### config.mk
export PLATFORM = sky130hd
export DESIGN_NAME = fetch_stage
export DESIGN_NICKNAME = d
export VERILOG_FILES = /design/src/rtl/fetch_pkg.sv /design/src/rtl/fetch_fifo.sv /design/src/rtl/fetch_stage.sv
export SDC_FILE = /design/constraint.sdc
export NUM_CORES = 1
export LEC_CHECK = 0
export ABC_AREA = 1
export CAP_MARGIN = 30
export CORE_MARGIN = 5
export CORE_UTILIZATION = 56
export DETAILED_ROUTE_END_ITERATION = 8
export PLACE_DENSITY = 0.85
export SYNTH_ARGS = -nofsm -noshare
export SYNTH_HDL_FRONTEND = slang
export SYNTH_SLANG_ARGS = --single-unit
### constraint.sdc
create_clock -name clk -period 9.9 [get_ports clk]
set_input_delay 1.98 -clock clk [delete_from_list [all_inputs] [get_ports clk]]
set_output_delay 1.98 -clock clk [all_outputs]
set_load 0.1 [all_outputs]
### src/rtl/fetch_pkg.sv
// Shared types and defaults for the instruction fetch stage.
package fetch_pkg;

    localparam logic [31:0] RESET_PC_DEFAULT = 32'h0000_0000;
    localparam logic [31:0] HALT_PC_DEFAULT  = 32'h8008_8008;

    // One buffered instruction together with the address it was fetched from.
    typedef struct packed {
        logic [31:0] pc;
        logic [31:0] instr;
    } fetch_entry_t;

    typedef enum logic [0:0] {
        RUN,
        HALT
    } fetch_state_t;

    // Clear the byte-offset bits so every fetch address is word aligned.
    function automatic logic [31:0] align_word(input logic [31:0] addr);
        return addr & 32'hFFFF_FFFC;
    endfunction

endpackage

### src/rtl/fetch_fifo.sv
// Small synchronous FIFO of fetch entries with flush; DEPTH must be a power of two.
module fetch_fifo
    import fetch_pkg::*;
#(
    parameter int unsigned DEPTH = 2
) (
    input  logic                   clk,
    input  logic                   rst,
    input  logic                   flush,
    input  logic                   push,
    input  fetch_entry_t           push_data,
    input  logic                   pop,
    output fetch_entry_t           pop_data,
    output logic                   full,
    output logic                   empty,
    output logic [$clog2(DEPTH):0] count
);

    localparam int unsigned PTR_W = $clog2(DEPTH);
    localparam int unsigned CNT_W = $clog2(DEPTH) + 1;

    fetch_entry_t     mem [DEPTH];
    logic [PTR_W-1:0] wr_ptr;
    logic [PTR_W-1:0] rd_ptr;
    logic             do_push;
    logic             do_pop;

    // Flush wins over any same-cycle push or pop.
    assign do_push = push && !flush;
    assign do_pop  = pop && !flush;

    // Pointer and occupancy tracking; pointers wrap naturally at a power-of-two depth.
    always_ff @(posedge clk or negedge rst) begin
        if (!rst) begin
            wr_ptr <= '0;
            rd_ptr <= '0;
            count  <= '0;
        end else if (flush) begin
            wr_ptr <= '0;
            rd_ptr <= '0;
            count  <= '0;
        end else begin
            if (do_push) wr_ptr <= wr_ptr + PTR_W'(1);
            if (do_pop)  rd_ptr <= rd_ptr + PTR_W'(1);
            count <= count + CNT_W'(do_push) - CNT_W'(do_pop);
        end
    end

    // Storage array; contents need no reset since count gates visibility.
    always_ff @(posedge clk) begin
        if (do_push) mem[wr_ptr] <= push_data;
    end

    assign pop_data = mem[rd_ptr];
    assign empty    = (count == '0);
    assign full     = (count == CNT_W'(DEPTH));

    a_no_overflow: assert property (@(posedge clk) disable iff (!rst)
        !(push && full && !pop && !flush));
    a_no_underflow: assert property (@(posedge clk) disable iff (!rst)
        !(pop && empty && !flush));

endmodule

### src/rtl/fetch_stage.sv
// Instruction fetch stage: credit-limited request issue, in-order response tracking,
// redirect with drop of stale responses, and a sticky halt at HALT_PC.
module fetch_stage
    import fetch_pkg::*;
#(
    parameter logic [31:0] RESET_PC   = RESET_PC_DEFAULT,
    parameter logic [31:0] HALT_PC    = HALT_PC_DEFAULT,
    parameter int unsigned FIFO_DEPTH = 2
) (
    input  logic        clk,
    input  logic        rst,
    output logic        imem_req_valid,
    input  logic        imem_req_ready,
    output logic [31:0] imem_req_addr,
    input  logic        imem_rsp_valid,
    input  logic [31:0] imem_rsp_data,
    input  logic        redirect_valid,
    input  logic [31:0] redirect_pc,
    output logic        if_valid,
    input  logic        if_ready,
    output logic [31:0] if_instr,
    output logic [31:0] if_pc,
    output logic [31:0] next_pc,
    output logic        halted
);

    localparam int unsigned PTR_W = $clog2(FIFO_DEPTH);
    localparam int unsigned CNT_W = $clog2(FIFO_DEPTH) + 1;
    localparam int unsigned SUM_W = CNT_W + 1;
    localparam logic [SUM_W-1:0] DEPTH_C = SUM_W'(FIFO_DEPTH);

    fetch_state_t     state;
    logic [31:0]      pc_q;
    logic             run_en_q;
    logic             halted_q;
    logic [CNT_W-1:0] drop_q;
    logic [CNT_W-1:0] drop_d;

    // PCs of accepted, not-yet-returned requests that will be kept.
    logic [31:0]      pcq_mem [FIFO_DEPTH];
    logic [PTR_W-1:0] pcq_wr;
    logic [PTR_W-1:0] pcq_rd;
    logic [CNT_W-1:0] pcq_cnt;

    fetch_entry_t     buf_in;
    fetch_entry_t     buf_out;
    logic             buf_full;
    logic             buf_empty;
    logic [CNT_W-1:0] buf_count;

    logic             at_halt_pc;
    logic             pop_if;
    logic             accept;
    logic             do_redirect;
    logic             rsp_keep;
    logic             pcq_push;
    logic [SUM_W-1:0] outstanding;
    logic [SUM_W-1:0] credit_used;

    assign at_halt_pc  = (pc_q == HALT_PC);
    assign pop_if      = !buf_empty && if_ready;
    // Dropped responses still occupy a credit until they arrive.
    assign outstanding = SUM_W'(drop_q) + SUM_W'(pcq_cnt);
    // Occupancy is taken after this cycle's dequeue so a steady stream needs no bubble.
    assign credit_used = outstanding + SUM_W'(buf_count) - SUM_W'(pop_if);

    // run_en_q holds off the first request until the first edge after reset release.
    assign imem_req_valid = run_en_q && (state == RUN) && !at_halt_pc && (credit_used < DEPTH_C);
    assign imem_req_addr  = pc_q;
    assign accept         = imem_req_valid && imem_req_ready;
    assign do_redirect    = redirect_valid && (state == RUN) && !at_halt_pc;
    assign rsp_keep       = imem_rsp_valid && (drop_q == '0) && !do_redirect;
    assign pcq_push       = accept && !do_redirect;

    // Drop count: on redirect everything still in flight (plus a same-edge accept) is stale.
    always_comb begin
        drop_d = drop_q;
        if (do_redirect) begin
            drop_d = CNT_W'(outstanding + SUM_W'(accept) - SUM_W'(imem_rsp_valid));
        end else if (imem_rsp_valid && (drop_q != '0)) begin
            drop_d = drop_q - CNT_W'(1);
        end
    end

    // Run/halt control, fetch PC update and drop counter.
    always_ff @(posedge clk or negedge rst) begin
        if (!rst) begin
            state    <= RUN;
            pc_q     <= RESET_PC;
            run_en_q <= 1'b0;
            halted_q <= 1'b0;
            drop_q   <= '0;
        end else begin
            run_en_q <= 1'b1;
            drop_q   <= drop_d;
            case (state)
                RUN: begin
                    if (at_halt_pc) begin
                        state    <= HALT;
                        halted_q <= 1'b1;
                    end else if (do_redirect) begin
                        pc_q <= align_word(redirect_pc);
                    end else if (accept) begin
                        pc_q <= pc_q + 32'd4;
                    end
                end
                HALT: halted_q <= 1'b1;
            endcase
        end
    end

    // In-order PC queue pointers; a redirect discards it since those responses get dropped.
    always_ff @(posedge clk or negedge rst) begin
        if (!rst) begin
            pcq_wr  <= '0;
            pcq_rd  <= '0;
            pcq_cnt <= '0;
        end else if (do_redirect) begin
            pcq_wr  <= '0;
            pcq_rd  <= '0;
            pcq_cnt <= '0;
        end else begin
            if (pcq_push) pcq_wr <= pcq_wr + PTR_W'(1);
            if (rsp_keep) pcq_rd <= pcq_rd + PTR_W'(1);
            pcq_cnt <= pcq_cnt + CNT_W'(pcq_push) - CNT_W'(rsp_keep);
        end
    end

    // PC queue storage.
    always_ff @(posedge clk) begin
        if (pcq_push) pcq_mem[pcq_wr] <= pc_q;
    end

    assign buf_in.pc    = pcq_mem[pcq_rd];
    assign buf_in.instr = imem_rsp_data;

    fetch_fifo #(
        .DEPTH (FIFO_DEPTH)
    ) u_buf (
        .clk       (clk),
        .rst       (rst),
        .flush     (do_redirect),
        .push      (rsp_keep),
        .push_data (buf_in),
        .pop       (pop_if),
        .pop_data  (buf_out),
        .full      (buf_full),
        .empty     (buf_empty),
        .count     (buf_count)
    );

    assign if_valid = !buf_empty;
    assign if_instr = buf_out.instr;
    assign if_pc    = buf_out.pc;
    assign next_pc  = pc_q;
    assign halted   = halted_q;

    a_credit_holds: assert property (@(posedge clk) disable iff (!rst)
        !(rsp_keep && buf_full && !pop_if));
    a_pcq_bounded: assert property (@(posedge clk) disable iff (!rst)
        !(pcq_push && !rsp_keep && (pcq_cnt == CNT_W'(FIFO_DEPTH))));

endmodule

==> metrics.txt, run 1 <==
status=complete, no violations; sequential share of the synthesized area=0.6360; CP arrival=5030 ps; CP Capture Type=output port; pwr/cell area=338.9 nW/um^2; worst IR drop on VDD=436.1 uV; Synth top cells by count=nand2_1, edfxtp_1, nand3_1; async set-reset flop share out of synthesis=0.1894; share of the synthesized area in the top cell type=0.5323; IO buf count=192; clock slew at reported path FFs=60 ps; Tmin final=7009 ps; IO Count=201; vias in the first global route=7375; final worst-path cycle share=0.7079; TNS Setup=0 ps; largest fanout on the critical path=3; Die Y=146.1 um; Synth area leader=edfxtp_1; Gate Count Post-Synth=952; row cnt=49; dominant synthesized flop cell=edfxtp_1; #FFs+latches synth=227; reg2reg start=drop_q[0]; Die ar.=21360 sq um; Lkg Pwr=5.219 nW; Congestion Overflow GR=0; clk buf depth=3; CTS tree=yes; skew final=13.31 ps; RR Endpoint=pcq_mem[0][20]; fin nets=1197; Final Max Tran Viols=0; pin count of the biggest net entering global routing=71; Synth cell types=25; yosys warns=0; post-DR vias/cell=5.248; most common cell in the netlist=nand2_1; Post-synth EDFFs=184; Clk Latency, worst-skew pair=510 ps; Min-Delay Endpoint=halted; dpl ws=2869 ps; global-route wire length before repair=38300 um; initial antenna violation count=0; FF-to-FF path depth=12; CP Launch Type=input pin; RSZ-0062 raised after global routing=false; Max Clk Rate=0.1427 GHz; Worst R2R Setup Slack=4920 ps; initial core utilization=0.5739; Num CTS Buffers=23; max cap viols=0; Hold Crit Start=halted; clock sink total=227; met3 usage in global routing=0.03223; antenna cells=0; DRT Pass-1 Iters=5; gr usage total=0.2210; post-CTS setup buffers=0; depth of the CTS H-tree=1; Req. time, crit path=7920 ps; DRC Markers=0; Final Wtd Congestion=0.9299; Via Count=7132; Post-Route WL=23650 um; gr busiest metal=met2; Final Hold Viols=0; core area=18090 sq um; HP Class=register to register; Layout area overhead=25.17%; Die X=146.1 um; post-route setup slack=2891 ps; DP HPWL=16100 um; met2 usage=0.4008; clk root buf=clkbuf_16; Iter 0 DRT Violations=407; Hold Path Stages=1; top cells by area, synth=edfxtp_1, nand2_1, dfrtp_1; hold buffer count at cts=0; syn avg cell area=10.90 sq um; DRT antenna net count=0; worst rel slew slack=0.2966; fill count=1231; layout cells sized above 1=0.1027; wire length per cell=17.40 um; met1 usage=0.2790; # setup viols final=0; Setup Crit Path Kind=input pin to output port; Resize count post-CTS=0; worst slew pin tran=1052 ps; Syn Std Cell Area=10380 sq um
## worst max path at each step
stage	start	to	slack (ps)
finish	if_ready	imem_req_valid	2890
global route	if_ready	imem_req_valid	2740
CTS	if_ready	imem_req_valid	2850
detailed placement	if_ready	imem_req_valid	2870
global placement	if_ready	pcq_mem[0][16]	2900
floorplan	if_ready	imem_req_valid	2630
## final cells by class
class | instances | area, sq um | share of cell area
inverter | 57 | 214.0 | 0.01647
tap | 229 | 286.5 | 0.02205
clock buffer | 31 | 635.6 | 0.04892
clock inverter | 11 | 75.07 | 0.005778
timing repair buffer | 201 | 2019 | 0.1554
multi-input combinational | 603 | 3159 | 0.2432
sequential | 227 | 6603 | 0.5082
## sequential cells by signal, indices dropped and copies added (netlist names)
| register | cells |
|---|---|
| u_buf.rd_ptr | 1 |
| u_buf.wr_ptr | 1 |
| pcq_mem | 60 |
| u_buf.count | 2 |
| run_en_q | 1 |
| u_buf.mem | 124 |
| pcq_rd | 1 |
| imem_req_addr | 30 |
| pcq_wr | 1 |
| drop_q | 2 |
| state | 1 |
| pcq_cnt | 2 |
| halted | 1 |
## cell usage in the layout (no fill, tap or decap), types with 5 or more instances in the layout
master / n
xor2_1: 16
conb_1: 7
edfxtp_1: 184
inv_1: 57
xnor2_1: 6
buf_4: 5
nor2_1: 63
clkinv_1: 7
ha_1: 12
o21ai_0: 6
clkdlybuf4s50_1: 191
clkbuf_1: 5
dfrtp_1: 42
clkbuf_16: 23
nand2_1: 332
nand3_1: 79
mux2_2: 62
## report_power, final
group	total (mW)	leakage (nW)	switching [mW]	internal, mW
sequential	1.43	2.23	0.190	1.24
combinational	2.16	2.64	1.65	0.507
clock	0.813	0.348	0.338	0.474
## logic make-up after synthesis
family / synth area share
fa+ha+maj: 0.01832
compound gates: 0.002893
mux: 0.06726
simple gates: 0.1924
other cells: 0.0007235
flops: 0.6360
buf+inv: 0.06389
xor+xnor: 0.01856
## per-stage QoR
stage	hold WS, ps	total power [mW]	std cells	cell area, sq um	util
after floorplan	481.1	3.149	957	10400	-
after global placement	470.0	3.558	1313	12220	0.6755
after detailed placement	455.2	3.613	1317	12280	0.6791
after CTS	481.0	4.433	1359	12990	0.7184
after global routing	505.5	4.597	1359	12990	0.7184
final	480.0	4.404	1359	12990	0.7184
## critical path, cell delays in order
cell             delay, ps
clkdlybuf4s50_1        400
nand2_1                120
inv_1                   60
ha_1                   270
or2_2                  310
fa_1                   380
nand3_1                100
nand2_1                 70
nor3_1                 190
clkdlybuf4s50_1       1160
## routing by layer
| metal | vias to the layer above | part of all wire |
|---|---|---|
| met4 | 0 | 0.023 |
| met3 | 44 | 0.057 |
| met1 | 3387 | 0.40 |
| met5 | - | 0 |
| met2 | 266 | 0.51 |
| li1 | 3435 | - |
(Power assumes the default switching activity.)
==> run 2: changes to the inputs <==
Settings changed: CORE_UTILIZATION 56 to 47, PLACE_DENSITY 0.85 to 0.76.
Clock period 9.9 ns to 6.4 ns, I/O delays scaled along.
==> run 2 against run 1 <==
Sequential share of layout area is 0.79 points lower. Total power grew 58%. Core utilization down 11 points. Global-route usage shrank 3.1 points. Routed wire length down 0.16%. Count of clock-buffer cells in the layout shrank 7. Clock skew rose by 11 ps. Clock power increased by 73%. Die area grew 18%. Cell count increased by 3.9%. Critical endpoint unchanged. Largest power group unchanged.
==> metrics.txt, run 2 (synthesis results as in run 1) <==
vias in the first global route=7198 (-2.4%); depth of the CTS H-tree=1 (unchanged); worst slew pin tran=1020 ps (-32.23 ps); row cnt=54 (+10%); Die X=158.6 um (+8.5%); RSZ-0062 raised after global routing=false; Hold Path Stages=1 (unchanged); Final Max Tran Viols=0 (unchanged); Reg with most FFs=u_buf.mem; worst rel slew slack=0.3182 (+0.02155); most common cell after layout, fill and taps aside=nand2_1; max cap viols=0 (unchanged); RR Endpoint=pcq_mem[0][27]; antenna cells=0 (unchanged); initial core utilization=0.4771 (-0.09681); most frequent cells in the layout=nand2_1, clkdlybuf4s50_1, edfxtp_1; Post-Route WL=23610 um (-0.16%); Setup Crit Path Kind=input pin to output port; Congestion Overflow GR=0 (unchanged); Sw Pwr=3.390 mW (+55%); CP Capture Type=output port; initial antenna violation count=0 (unchanged); sequential share of power=0.319 (-0.006); IO Count=201 (unchanged); Final Hold Viols=0 (unchanged); Lkg Pwr=5.292 nW (+1.4%); clk root buf=clkbuf_16; Tmin final=4770 ps; status=complete, no violations; FF-to-FF path depth=12 (unchanged); Layout area overhead=27.16%; DP HPWL=16330 um (+1.4%); DRC Markers=0 (unchanged); largest fanout on the critical path=3 (unchanged); worst IR drop on VDD=491.2 uV (+13%); DRT Pass-1 Iters=5 (unchanged); fin nets=1199 (+0.17%); # setup viols final=0 (unchanged); final worst-path cycle share=0.7453; Gate power share=0.479 (-0.012); Via Count=7010 (-1.7%); Worst R2R Setup Slack=2290 ps (-2630 ps); layout cells sized above 1=0.1104 (+0.007769); post-DR vias/cell=4.965 (-5.4%); CP arrival=3490 ps (-1540 ps); Max Clk Rate=0.2097 GHz; Num CTS Buffers=23 (unchanged); gr usage total=0.1896 (-0.03149); DRT antenna net count=0 (unchanged); clock power share=0.202 (+0.017); skew final=23.98 ps (+10.68 ps); Die Y=158.6 um (+8.5%); clk buf depth=3 (unchanged); TNS Setup=0 ps (unchanged); Hold Crit Start=halted; Int Pwr=3.572 mW (+61%); Iter 0 DRT Violations=397 (-2.5%); CP Launch Type=input pin; Min-Delay Endpoint=halted; pwr/cell area=527.5 nW/um^2 (+56%); HP Class=register to register; pin count of the biggest net entering global routing=71 (unchanged); clock slew at reported path FFs=60 ps (about the same); Pwr Total=6.962 mW (+58%); max reg flops=124 (unchanged); CTS tree=yes; Die ar.=25160 sq um (+18%); reg2reg start=drop_q[0]; post-CTS setup buffers=0 (unchanged); Sw Ratio=0.4869 (-0.008822); Resize count post-CTS=0 (unchanged); Req. time, crit path=5120 ps (-2800 ps); Final Wtd Congestion=0.9052 (-2.7%); hold buffer count at cts=0 (unchanged); global-route wire length before repair=37610 um (-1.8%); Clk Latency, worst-skew pair=510 ps (about the same); wire length per cell=16.72 um (-3.9%); IO buf count=192 (unchanged); core area=21760 sq um (+20%); clock sink total=227 (unchanged)
-- run 2: changes by cell type in the layout (fill, tap and decap cells not counted), sizes merged --
cell	delta
clkdlybuf4s50	-1
inv	+2
clkinv	+1
bufinv	+4
buf	+3
clkbuf	-7
-- run 2: cell type report --
type | instances | area, sq um
inverter | 57 | 214.0
fill | 1775 | 8557
timing repair buffer | 203 | 2069
sequential | 227 | 6603
tap | 280 | 350.3
clock buffer | 24 | 579.3
clock inverter | 18 | 224.0
multi-input combinational | 603 | 3159
-- run 2: how the worst max path moves through the flow --
stage | to | slack [ps] | startpoint
finish | imem_req_valid | 1630 | if_ready
global route | imem_req_valid | 1480 | if_ready
CTS | imem_req_valid | 1620 | if_ready
detailed placement | pcq_mem[1][14] | 1320 | if_ready
global placement | pcq_mem[1][15] | 1400 | if_ready
floorplan | imem_req_valid | 530 | if_ready
-- run 2: critical path, cell delays in order --
cell	delay [ps]
clkdlybuf4s50_1	390
nand2_1	110
inv_1	50
ha_1	260
or2_2	300
fa_1	380
nand3_1	100
nand2_1	70
nor3_1	210
buf_4	330
-- run 2: metal layers --
layer	GRT usage	part of all wire	up-vias
met3	0.02908	0.068	43
li1	-	-	3455
met5	0	0	-
met4	0.05930	0.026	0
met1	0.2402	0.41	3281
met2	0.3354	0.49	231
-- run 2: power groups by stage --
stage | sequential [mW] | combinational (mW) | clock, mW
2_1_floorplan | 2.73 | 2.14 | 0
3_3_place_gp | 2.25 | 3.28 | 0
5_1_grt | 2.26 | 3.52 | 1.52
3_5_place_dp | 2.25 | 3.35 | 0
4_1_cts | 2.22 | 3.36 | 1.45
6_report | 2.22 | 3.34 | 1.41
-- run 2: through the flow --
stage / cell area, sq um / setup slack, ps / std cells / utilization / hold slack [ps]
2_1_floorplan: 10400 / 534.7 / 957 / - / 481.1
3_3_place_gp: 12290 / 1404 / 1366 / 0.5650 / 454.4
3_5_place_dp: 12370 / 1316 / 1369 / 0.5685 / 457.2
4_1_cts: 13170 / 1619 / 1411 / 0.6054 / 472.7
5_1_grt: 13200 / 1480 / 1412 / 0.6067 / 503.7
6_report: 13200 / 1630 / 1412 / 0.6067 / 472.8
==> run 3: changes to the inputs <==
Settings changed: CORE_UTILIZATION 47 to 52, PLACE_DENSITY 0.76 to 0.8.
Clock period 6.4 ns to 4.45 ns, I/O delays scaled along.
==> run 3 against run 2 <==
Sequential power increased by 43%. Core utilization increased by 6.5 points. Non-clock buffer count increased by 4. First-iteration DRC count decreased by 19%. Flip-flop and latch count unchanged. Hold slack got worse by 190 ps. Sequential share of layout area increased by 0.13 points. Register-to-register slack got worse by 1300 ps. Count of clock-buffer cells in the layout increased by 7. Largest cell class unchanged.
==> metrics.txt, run 3 (synthesis results as in run 1) <==
Reg with most FFs=u_buf.mem; most common cell after layout, fill and taps aside=nand2_1; pwr/cell area=757.3 nW/um^2 (+44%); skew final=9.528 ps (-14.46 ps); CP max stage cell=clkdlybuf4s50_1; Die ar.=22890 sq um (-9.0%); Critical Path Max Stage Delay=390 ps (about the same); Congestion Overflow GR=0 (unchanged); worst rel slew slack=0.3166 (-0.001564); Num CTS Buffers=24 (+4.3%); max cap viols=0 (unchanged); pin count of the biggest net entering global routing=63 (-11%); Hold WS=281.1 ps (-191.7 ps); core area=19590 sq um (-10%); global-route wire length before repair=36870 um (-1.9%); DRC Markers=0 (unchanged); Die X=151.3 um (-4.6%); layout cells sized above 1=0.1127 (+0.002252); DP HPWL=16130 um (-1.2%); largest fanout on the critical path=3 (unchanged); # setup viols final=0 (unchanged); dpl cells=1359 (-0.73%); post-DR vias/cell=5.074 (+2.2%); RSZ-0062 raised after global routing=false; reg2reg start=drop_q[0]; clock power share=0.195 (-0.007); CP Launch Type=input pin; wire length per cell=16.79 um (+0.45%); Post-Layout Cell Count=1401 (-0.78%); fin nets=1204 (+0.42%); Clk Latency, worst-skew pair=510 ps (about the same); Layout area overhead=26.82%; Sw Pwr=4.881 mW (+44%); most frequent cells in the layout=nand2_1, clkdlybuf4s50_1, edfxtp_1; Critical Path Source=if_ready; Post-Route WL=23530 um (-0.33%); initial antenna violation count=0 (unchanged); max reg flops=124 (unchanged); status=complete, no violations; depth of the CTS H-tree=1 (unchanged); initial core utilization=0.5299 (+0.05275); Lkg Pwr=5.288 nW (about the same); CP Capture Type=output port; vias in the first global route=7337 (+1.9%); final worst-path cycle share=0.8878; DRT antenna net count=0 (unchanged); Setup Crit Path Kind=input pin to output port; IO buf count=192 (unchanged); post-CTS setup buffers=0 (unchanged); Max Clk Rate=0.2531 GHz; CTS tree=yes; clk root buf=clkbuf_16; Worst R2R Setup Slack=1010 ps (-1280 ps); Die Y=151.3 um (-4.6%); most used cell, CP=nand2_1; clock slew at reported path FFs=60 ps (about the same); sequential share of power=0.319 (about the same); antenna cells=0 (unchanged); Final Wtd Congestion=0.9323 (+3.0%); worst IR drop on VDD=742.4 uV (+51%); clk buf depth=3 (unchanged); IO Count=201 (unchanged); HP Class=input pin to asynchronous set/reset pin; Pwr Total=9.970 mW (+43%); Final Max Tran Viols=0 (unchanged); DRT Pass-1 Iters=5 (unchanged); Sw Ratio=0.4896 (+0.002706); Via Count=7109 (+1.4%); critical-path cell list=clkdlybuf4s50_1 > nand2_1 > inv_1 > ha_1 > or2_2 > fa_1 > nand3_1 > nand2_1 > nor3_2 > buf_12; Resize count post-CTS=0 (unchanged); Int Pwr=5.088 mW (+42%); gr usage total=0.2063 (+0.01674); worst slew pin tran=1022 ps (+2.338 ps); hold buffer count at cts=0 (unchanged); CP arrival=3060 ps (-430 ps); clock sink total=227 (unchanged); Req. time, crit path=3560 ps (-1560 ps); Iter 0 DRT Violations=320 (-19%); Tmin final=3951 ps; row cnt=51 (-5.6%); Final Hold Viols=0 (unchanged); Gate power share=0.486 (+0.007)
run 3: cell count changes in the layout (fill, tap and decap cells not counted), moves of 2 or more:
| cell | before | now |
|---|---|---|
| buf_16 | 3 | 0 |
| clkbuf_16 | 23 | 25 |
| clkbuf_1 | 1 | 4 |
| inv_6 | 3 | 0 |
| buf_4 | 8 | 12 |
| bufinv_16 | 5 | 2 |
| buf_12 | 1 | 4 |
| clkbuf_8 | 0 | 2 |
run 3: layer usage:
metal	track usage	vias up	part of all wire
met4	0.07208	0	0.029
met3	0.03770	47	0.072
li1	-	3443	-
met2	0.3650	257	0.50
met5	0	-	0
met1	0.2539	3362	0.40
run 3: through the flow:
stage          setup TNS (ps)  setup slack (ps)  area, sq um  utilization
2_1_floorplan          -68000            -547.4        10410            -
3_3_place_gp                0             500.3        12370       0.6314
3_5_place_dp                0             441.5        12390       0.6324
4_1_cts                     0             476.0        13160       0.6720
5_1_grt                     0             358.6        13160       0.6720
6_report                    0             499.1        13160       0.6720
run 3: path summary, 6_finish.rpt:
check / endpoint / cells past startpoint
max in group asynchronous: u_buf.rd_ptr / 2
setup reg to reg: pcq_mem[0][15] / 13
setup / recovery: imem_req_valid / 10
hold reg to reg: halted / 1
min in group clk: halted / 1
hold / removal: imem_req_addr[24] / 1
run 3: critical path, delay by kind of cell:
| family | cells | cell delay (ps) |
|---|---|---|
| buffers and inverters | 3 | 660 |
| AND/OR/NAND/NOR | 5 | 870 |
| adder cells (fa/ha/maj) | 2 | 640 |
run 3: final cells by class:
class | instances | area (sq um)
multi-input cells | 603 | 3164
clock buffers | 31 | 668.1
fillers | 1482 | 6426
clock inverters | 11 | 106.4
well taps | 265 | 331.6
repair buffers | 207 | 2077
inverters | 57 | 214.0
flip-flops and latches | 227 | 6603
run 3: power groups by stage:
stage          combinational [mW]  clock, mW  sequential, mW
4_1_cts                      4.88       1.98            3.18
6_report                     4.85       1.94            3.18
3_3_place_gp                 4.79          0            3.20
2_1_floorplan                3.09          0            3.92
3_5_place_dp                 4.86          0            3.22
5_1_grt                      5.11       2.07            3.23
==> edit (flow settings as in run 2) <==
The parameter `FIFO_DEPTH` goes from 2 to 4.
--- a/src/rtl/fetch_stage.sv
+++ b/src/rtl/fetch_stage.sv
@@ -6,5 +6,5 @@
     parameter logic [31:0] RESET_PC   = RESET_PC_DEFAULT,
     parameter logic [31:0] HALT_PC    = HALT_PC_DEFAULT,
-    parameter int unsigned FIFO_DEPTH = 2
+    parameter int unsigned FIFO_DEPTH = 4
 ) (
     input  logic        clk,
Function: changed (a bounded check fails within 4 cycles, from zero or initial values and one cycle with rst low).
==> edit against run 2 <==
  * Wire length grew 69%
  * Setup slack got worse by 0.57 ns
  * Final area up 64%
  * Sequential cell count grew 191
  * First-iteration DRC count grew 110%
  * Area after synthesis rose by 72%
  * Highest routed layer unchanged
Power is not shown: default switching activity piles up to over one toggle a cycle in this logic, so the estimate is an artifact.
==> edit: results (changes against run 2) <==
Outcome
  • Status: finished, final reports clean (unchanged)

Finish
  • Share of cells above drive strength 1: 0.0714 (was 0.110)
  • Final #Nets: 1804 (was 1199)
  • Number of flip-flops in the largest register: 248 (was 124)

Synthesis
  • Post-synth ARST share: 0.120 (was 0.189)
  • Mux share of post-synthesis cell area: 0 (was 0.0673)
  • Synth Area in Compound Gates: 0.0884 (was 0.00289)
  • Adder-cell share of the synthesized area: 0.0227 (was 0.0183)
  • Largest cells by area after synthesis: edfxtp_1, dfrtp_1, nor2_1 (was edfxtp_1, nand2_1, dfrtp_1)
  • Top cells by count, synth: edfxtp_1, nor2_1, nand2_1 (was nand2_1, edfxtp_1, nand3_1)
  • EDFF count, synth: 368 (was 184)
  • Synthesized instance count: 1549 (was 952)
  • Register area share after synthesis: 0.690 (was 0.636)

Placement
  • GP Congestion: 0.824 (was 0.905)
  • PortBufs: 192 (unchanged)
  • Setup WS pre-CTS: 1.53 ns (was 1.32 ns)
  • DP Cell Count: 2171 (was 1369)
  • Placement Cell Area: 20200 um2 (was 12400 um2)
  • Hpwl dp: 24200 um (was 16300 um)

Critical path
  • Critical Path Fanout Max: 68 (was 3)
  • Critical Path End: if_instr[16] (was imem_req_valid)
  • Worst reg2reg endpoint: pcq_cnt[2]$_DFF_PN0_ (was pcq_mem[0][27]$_DFFE_PP_)
  • Worst R2R Path Depth: 25 (was 12)
  • Worst Setup SP: u_buf.rd_ptr[0]$_DFFE_PN0P_ (was if_ready)
  • Largest stage delay on the critical path: 1.00 ns (was 0.39 ns)
  • Flop2flop setup slack: 2.08 ns (was 2.29 ns)

Drt
  • Vias per cell: 5.31 (was 4.96)
  • Drt first-iter violations: 818 (was 397)
  • Via count: 11900 (was 7010)

STA
  • Max transition margin: 0.303 (was 0.318)
  • Fmax: 187 MHz (was 210 MHz)
  • Clk_skew: 0.0186 ns (was 0.0240 ns)

Global routing
  • Total track usage: 0.185 (was 0.190)
  • First-pass GRT wire length: 62500 um (was 37600 um)
  • Largest net degree at the start of global routing: 83 (was 71)
  • Met1 GRT Util: 0.258 (was 0.240)
  • Grt met2 use: 0.309 (was 0.335)

CTS
  • H-Tree Depth: 2 (was 1)
  • Num CTS Buffers: 42 (was 23)
-- edit: cell types whose count changed after synthesis, moves of 7 or more --
| cell | delta |
|---|---|
| clkbuf_1 | +41 |
| dfrtp_1 | +7 |
| edfxtp_1 | +184 |
| ha_1 | +14 |
| inv_1 | +17 |
| mux2_2 | -62 |
| nand2_1 | -96 |
| nand3_1 | -21 |
| nor2_1 | +203 |
| o21ai_0 | +182 |
| o22ai_1 | +92 |
-- edit: worst max-delay path: cells and delay by family, from the launching register on --
kind | cells | cell delay (ns)
buffers and inverters | 3 | 2.37
AOI/OAI and AO/OA | 2 | 0.35
DFF | 1 | 0.74
-- edit: logic make-up after synthesis --
kind of cell,Yosys count
compound gates,290
xor+xnor,29
fa+ha+maj,30
buf+inv,194
flops,418
other cells,2
simple gates,586
-- edit: cell type report --
| class | count | area, um2 |
|---|---|---|
| Multi-Input combinational cell | 942 | 4650 |
| Tap cell | 511 | 639 |
| Inverter | 81 | 305 |
| Clock inverter | 25 | 297 |
| Fill cell | 3020 | 15900 |
| Clock buffer | 52 | 1190 |
| Sequential cell | 418 | 12300 |
| Timing Repair Buffer | 219 | 2250 |
-- edit: how the worst min path moves through the flow --
| stage | from | to | slack (ns) |
|---|---|---|---|
| floorplan | state$_DFF_PN0_ | state$_DFF_PN0_ | 0.46 |
| global placement | halted$_DFFE_PN0P_ | halted$_DFFE_PN0P_ | 0.46 |
| detailed placement | halted$_DFFE_PN0P_ | halted$_DFFE_PN0P_ | 0.46 |
| CTS | halted$_DFFE_PN0P_ | halted$_DFFE_PN0P_ | 0.48 |
| global route | halted$_DFFE_PN0P_ | halted$_DFFE_PN0P_ | 0.50 |
| finish | halted$_DFFE_PN0P_ | halted$_DFFE_PN0P_ | 0.48 |
-- edit: layer usage --
layer  share of wire  vias to the layer above
met5               0                        -
met4           0.015                        0
met3           0.072                       47
met2            0.48                      443
met1            0.43                     5771
li1                -                     5673
-- edit: metrics by stage --
step / utilization / hold WS, ns
5_1_grt: 0.576 / 0.496
2_1_floorplan: - / 0.461
6_report: 0.576 / 0.482
3_5_place_dp: 0.536 / 0.463
4_1_cts: 0.576 / 0.483
3_3_place_gp: 0.532 / 0.459
